**src/rtl/game_pkg.sv**
```systemverilog
`default_nettype none
// ============================================================================
//  Module : game_pkg
//  Brief  : Shared types and constants for the game scoreboard.
//           game_state_t - scoreboard FSM states
//           WHO_*        - encodings of the 'who' result field
//  Rev    : 1.0  initial release
// ============================================================================
package game_pkg;

  typedef enum logic [1:0] {
    PLAY    = 2'd0,
    OVER    = 2'd1,
    RESTART = 2'd2
  } game_state_t;

  // Bit 1 flags the winner side, bit 0 the loser side, so a tie sets both.
  localparam logic [1:0] WHO_NONE = 2'b00;
  localparam logic [1:0] WHO_WIN  = 2'b10;
  localparam logic [1:0] WHO_LOSE = 2'b01;
  localparam logic [1:0] WHO_TIE  = 2'b11;

endpackage : game_pkg
`default_nettype wire

```
**src/rtl/rise_detect.sv**
```systemverilog
`default_nettype none
// ============================================================================
//  Module : rise_detect
//  Brief  : Rising-edge detector for a level flag. The previous value of the
//           flag is registered every cycle; rise is high combinationally in
//           the cycle where d is 1 and the registered copy is still 0.
//  Ports  : clk   in  1  rising-edge clock
//           rst_n in  1  asynchronous active-low reset
//           d     in  1  level flag
//           rise  out 1  d & ~d_registered
//  Rev    : 1.0  initial release
// ============================================================================
module rise_detect (
  input  logic clk,
  input  logic rst_n,
  input  logic d,
  output logic rise
);

  logic d_q;
  logic d_d;

  always_comb begin
    d_d = d;
  end

  always_ff @(posedge clk or negedge rst_n) begin
    if (!rst_n) begin
      d_q <= 1'b0;
    end else begin
      d_q <= d_d;
    end
  end

  assign rise = d & ~d_q;

endmodule : rise_detect
`default_nettype wire

```
**src/rtl/game_scoreboard.sv**
```systemverilog
`default_nettype none
// ============================================================================
//  Module : game_scoreboard
//  Brief  : Counts rising edges of the winner/loser flags. When either tally
//           reaches WIN_TARGET the result is shown for OVER_CYCLES cycles,
//           then a one-cycle game_init pulse restarts the round.
//  Ports  : clk           in  1      rising-edge clock
//           rst_n         in  1      asynchronous active-low reset
//           winner        in  1      winner level flag
//           loser         in  1      loser level flag
//           game_init     out 1      one-cycle restart pulse
//           gameover      out 1      high while the result is shown
//           who           out 2      00 none, 10 winner, 01 loser, 11 tie
//           winner_count  out CNT_W  winner tally
//           loser_count   out CNT_W  loser tally
//  Rev    : 1.0  initial release
// ============================================================================
module game_scoreboard
  import game_pkg::*;
#(
  parameter int CNT_W       = 4,
  parameter int WIN_TARGET  = 15,
  parameter int OVER_CYCLES = 4
) (
  input  logic             clk,
  input  logic             rst_n,
  input  logic             winner,
  input  logic             loser,
  output logic             game_init,
  output logic             gameover,
  output logic [1:0]       who,
  output logic [CNT_W-1:0] winner_count,
  output logic [CNT_W-1:0] loser_count
);

  localparam int               HOLD_W    = $clog2(OVER_CYCLES + 1);
  localparam logic [HOLD_W-1:0] HOLD_LAST = HOLD_W'(OVER_CYCLES - 1);
  localparam logic [CNT_W-1:0]  TARGET    = CNT_W'(WIN_TARGET);

  logic winner_ev;
  logic loser_ev;

  // The edge registers run in every state, so a flag held high across the
  // restart never produces a second event.
  rise_detect u_winner_rise (
    .clk   (clk),
    .rst_n (rst_n),
    .d     (winner),
    .rise  (winner_ev)
  );

  rise_detect u_loser_rise (
    .clk   (clk),
    .rst_n (rst_n),
    .d     (loser),
    .rise  (loser_ev)
  );

  game_state_t       state_q,        state_d;
  logic [CNT_W-1:0]  winner_count_q, winner_count_d;
  logic [CNT_W-1:0]  loser_count_q,  loser_count_d;
  logic [HOLD_W-1:0] hold_cnt_q,     hold_cnt_d;
  logic              gameover_q,     gameover_d;
  logic [1:0]        who_q,          who_d;
  logic              game_init_q,    game_init_d;

  logic [CNT_W-1:0]  winner_inc;
  logic [CNT_W-1:0]  loser_inc;
  logic              win_hit;
  logic              lose_hit;

  always_comb begin
    winner_inc = winner_count_q + CNT_W'(1);
    loser_inc  = loser_count_q + CNT_W'(1);
    win_hit    = winner_ev && (winner_inc == TARGET);
    lose_hit   = loser_ev && (loser_inc == TARGET);

    state_d        = state_q;
    winner_count_d = winner_count_q;
    loser_count_d  = loser_count_q;
    hold_cnt_d     = hold_cnt_q;
    gameover_d     = gameover_q;
    who_d          = who_q;
    game_init_d    = game_init_q;

    case (state_q)
      PLAY: begin
        if (winner_ev) winner_count_d = winner_inc;
        if (loser_ev)  loser_count_d  = loser_inc;
        if (win_hit || lose_hit) begin
          gameover_d = 1'b1;
          // {winner, loser} hit bits line up with the WHO_* encodings.
          who_d      = {win_hit, lose_hit};
          hold_cnt_d = '0;
          state_d    = OVER;
        end
      end

      OVER: begin
        // hold_cnt counts the OVER cycles already elapsed; leaving on the
        // OVER_CYCLES-th edge keeps gameover up for exactly OVER_CYCLES cycles.
        if (hold_cnt_q == HOLD_LAST) begin
          gameover_d     = 1'b0;
          who_d          = WHO_NONE;
          winner_count_d = '0;
          loser_count_d  = '0;
          game_init_d    = 1'b1;
          state_d        = RESTART;
        end else begin
          hold_cnt_d = hold_cnt_q + HOLD_W'(1);
        end
      end

      RESTART: begin
        game_init_d = 1'b0;
        state_d     = PLAY;
      end

      default: begin
        state_d        = PLAY;
        winner_count_d = '0;
        loser_count_d  = '0;
        hold_cnt_d     = '0;
        gameover_d     = 1'b0;
        who_d          = WHO_NONE;
        game_init_d    = 1'b0;
      end
    endcase
  end

  always_ff @(posedge clk or negedge rst_n) begin
    if (!rst_n) begin
      state_q        <= PLAY;
      winner_count_q <= '0;
      loser_count_q  <= '0;
      hold_cnt_q     <= '0;
      gameover_q     <= 1'b0;
      who_q          <= WHO_NONE;
      game_init_q    <= 1'b0;
    end else begin
      state_q        <= state_d;
      winner_count_q <= winner_count_d;
      loser_count_q  <= loser_count_d;
      hold_cnt_q     <= hold_cnt_d;
      gameover_q     <= gameover_d;
      who_q          <= who_d;
      game_init_q    <= game_init_d;
    end
  end

  assign game_init    = game_init_q;
  assign gameover     = gameover_q;
  assign who          = who_q;
  assign winner_count = winner_count_q;
  assign loser_count  = loser_count_q;

endmodule : game_scoreboard
`default_nettype wire
```
**config.mk**
```make
export PLATFORM = sky130hd
export DESIGN_NAME = game_scoreboard
export DESIGN_NICKNAME = d
export VERILOG_FILES = /design/src/rtl/game_pkg.sv /design/src/rtl/rise_detect.sv /design/src/rtl/game_scoreboard.sv
export SDC_FILE = /design/constraint.sdc
export NUM_CORES = 1
export LEC_CHECK = 0
export BUFFER_PORTS_ARGS = -buffer_cell sky130_fd_sc_hd__buf_2
export CELL_PAD_IN_SITES_DETAIL_PLACEMENT = 1
export CELL_PAD_IN_SITES_GLOBAL_PLACEMENT = 1
export CORE_ASPECT_RATIO = 0.75
export CORE_MARGIN = 10
export CORE_UTILIZATION = 38
export CTS_CLUSTER_SIZE = 28
export DETAILED_ROUTE_END_ITERATION = 6
export HOLD_SLACK_MARGIN = 0.03
export PLACE_DENSITY_LB_ADDON = 0.2
export SLEW_MARGIN = 20
export SYNTH_ARGS = -nofsm -noshare
export SYNTH_HDL_FRONTEND = slang
export SYNTH_HIERARCHICAL = 1
export SYNTH_SLANG_ARGS = --single-unit
```
**constraint.sdc**
```tcl
create_clock -name clk -period 1.7 [get_ports clk]
set_clock_uncertainty 0.2 [all_clocks]
set_input_delay 0.17 -clock clk [delete_from_list [all_inputs] [get_ports clk]]
set_output_delay 0.17 -clock clk [all_outputs]
set_load 0.01 [all_outputs]
```
==> key figures <==
Status
  • Status: finished with violations
  • Failing checks: setup timing

Synth
  • Synth Area per Inst: roughly 9.4 µm²
  • Synth warn: 6
  • Mapped cell area: approximately 1100 µm²
  • Yosys reg bits: 19
  • Cells after synthesis: 120
  • Seq/Total Area, Yosys: 0.4218
  • Synth top area share: 0.4218
  • Top post-synthesis cells by area: dfrtp_1, ha_1, o21ai_0
  • Syn nets: between 100 and 150
  • Synth area leader: dfrtp_1
  • Synth cell types: 35

Timing
  • Setup Viol. Count Final: 3
  • Setup WS post-layout: -49.98 ps
  • Fin crit share: 1.029
  • Slew HR: 0.6927
  • Peak Freq: 0.5714 GHz
  • Hold Vio Cnt, Final: 0
  • Hold slack: 176.1 ps
  • Fin. max-slew vios: 0
  • RSZ-0062 raised after global routing: yes
  • Tmin final: about 1700 ps
  • Worst-margin pin slew: about 460 ps

Critical path
  • R2R Setup Slk: -50 ps
  • Crit path arrival time: approximately 1800 ps
  • Crit end category: register
  • Crit start category: register
  • CP required: about 1700 ps
  • Critical-path maximum fanout: 5
  • Setup CP Type: register to register

Clock network
  • H-tree levels: 1
  • CTS tree: built
  • CTS Buffer Depth: 2
  • CTS Buf Count: 3
  • Clk slew on worst S/H paths: 80 ps
  • CTS root buffer: clkbuf_8
  • CTS sink count: 19
  • Worst-Skew Late Latency: about 270 ps

Place
  • Port bufs: 15
  • Post-DP HPWL: 2256 µm
  • Dpl cell area: 1375 µm²
  • Final GP Congestion: ~0.78

Routing
  • Antenna-violating nets left: 0
  • Total wire length: roughly 3200 µm
  • Drt pass-1 iters: 4
  • Via count: 1,056
  • Vias per std cell: about 5.3
  • First-iteration detailed-routing DRC count: 58
  • Wire per inst: approximately 16 µm
  • Residual DRC: 0

Global routing
  • GRT overflow: 0
  • Total GRT Usage: 0.1240
  • Wire length of the first global-routing pass: 5678 µm
  • Initial antenna violation count: 0
  • Largest net degree at the start of global routing: 20
  • Vias in the first global route: around 1,100

Final layout
  • Final antenna diode count: 0
  • Multi-input logic area: 659.4 µm²
  • Register Area: 479.2 µm²
  • Nets: approximately 170
  • Share of cells above drive strength 1: 0.4233
  • Fin area: between 1500 and 2000 µm²
  • Commonest non-fill, non-tap cell in the layout: buf_4
  • Layout area overhead: 39.18%
  • Most frequent cells in the layout: buf_4, dfrtp_1, buf_2
  • Fillers: 340

Power
  • Pleak: about 0.75 nW
  • Peak supply drop: between 0.7 and 0.8 mV
  • PwrDens: 1655 nW/µm²

Die
  • Die Wd: roughly 83 µm
  • Site Rows: 17
  • Die H: between 60 and 70 µm
  • Core ar.: a little under 3000 µm²
  • Initial Util: 0.3897
  • # IOs: 16
  • Die ar.: approximately 5600 µm²

Run
  • Max_cap viols: 0

Worst hold path
  • Hold Path Class: primary input to async pin
## synthesized netlist by cell type
cell type   n
nor4bb_1    1
a21oi_1     3
clkbuf_1    2
nand4_1     3
xnor2_1     2
nor3b_1     2
o22a_4      1
nor2_1      7
a21o_1      1
a21oi_2     1
o31ai_1     3
nand3_1     6
dfrtp_1    19
nor2b_4     2
nor2b_1     2
mux2_2      1
o211ai_1    4
or3_1       2
clkinv_1    1
a31oi_1     6
clkbuf_2    1
mux2i_1     1
inv_1       7
nand2_2     1
nor3_1      4
nand4b_1    1
ha_1        6
a22oi_4     1
buf_2       2
xor2_1      1
and4b_1     2
nand2_1    12
o21ai_0    10
a211o_2     1
buf_1       1
## sequential cells by signal, indices dropped and copies added, names as in the netlist
signal and cells:
game_init 1, loser_count 4, state_q 2, winner_count 4, u_winner_rise/d_q 1, hold_cnt_q 3, gameover 1, u_loser_rise/d_q 1
who 2
## metal layers
metal  vias to the layer above  wire length (µm)  track usage
met4                         0                45      0.04237
li1                        517                 -            -
met3                         7               167      0.04567
met1                       516              1470       0.1488
met5                         -                 0            0
met2                        16              1530       0.2038
## critical path, cell delays in order, from the launching register on
cell	delay [ps]
dfrtp_2	440
inv_2	60
ha_2	180
nand4b_1	160
o22a_4	260
or3_1	310
nand3_1	80
## final timing paths
check / start / to / depth (start not counted)
min in group clk: winner / winner_count[3] / 5
hold / removal: rst_n / hold_cnt_q[0] / 2
setup / recovery: winner_count[0] / who[1] / 6
max in group asynchronous: rst_n / winner_count[0] / 2
hold reg to reg: game_init / game_init / 1
setup reg to reg: winner_count[0] / who[1] / 6
## repair_timing
item                                    4_1_cts  5_1_grt
endpoints found under the setup margin        8       14
endpoints found under the hold margin        21        0
pin swaps                                     6        5
setup buffers                                 5        3
hold buffers                                  3        0
gates resized for setup                      10        7
## metrics by stage
step / std cells / setup slack, ps / util / TNS [ps] / total power, mW
after floorplan: 120 / -13.74 / - / -13.74 / 1.498
after global placement: 186 / -27.43 / 0.4753 / -54.68 / 2.002
after detailed placement: 186 / -55.86 / 0.4753 / -155.0 / 2.080
after CTS: 198 / -13.72 / 0.5281 / -13.76 / 2.549
after global routing: 201 / -115.6 / 0.5424 / -491.8 / 2.827
final: 201 / -49.98 / 0.5424 / -85.61 / 2.597
## report_power, final
| part | switching [mW] | total, mW | internal, mW | leakage, nW |
|---|---|---|---|---|
| combinational | 0.741 | 1.45 | 0.705 | 0.488 |
| sequential | 0.186 | 0.815 | 0.628 | 0.240 |
| clock | 0.170 | 0.337 | 0.168 | 0.0228 |
## kinds of logic after synthesis
group           share of synthesized area
simple gates                       0.2242
compound gates                     0.1953
flops                              0.4218
buf+inv                           0.04994
fa+ha+maj                         0.06659
xor+xnor                          0.02331
mux                               0.01887
## cell type report
| type | count | share of cell area |
|---|---|---|
| multi-input cells | 87 | 0.4203 |
| flip-flops and latches | 19 | 0.3054 |
| repair buffers | 45 | 0.1962 |
| well taps | 38 | 0.03030 |
| clock buffers | 4 | 0.02871 |
| inverters | 8 | 0.01914 |
No activity file was read; power rests on OpenSTA's default activity.
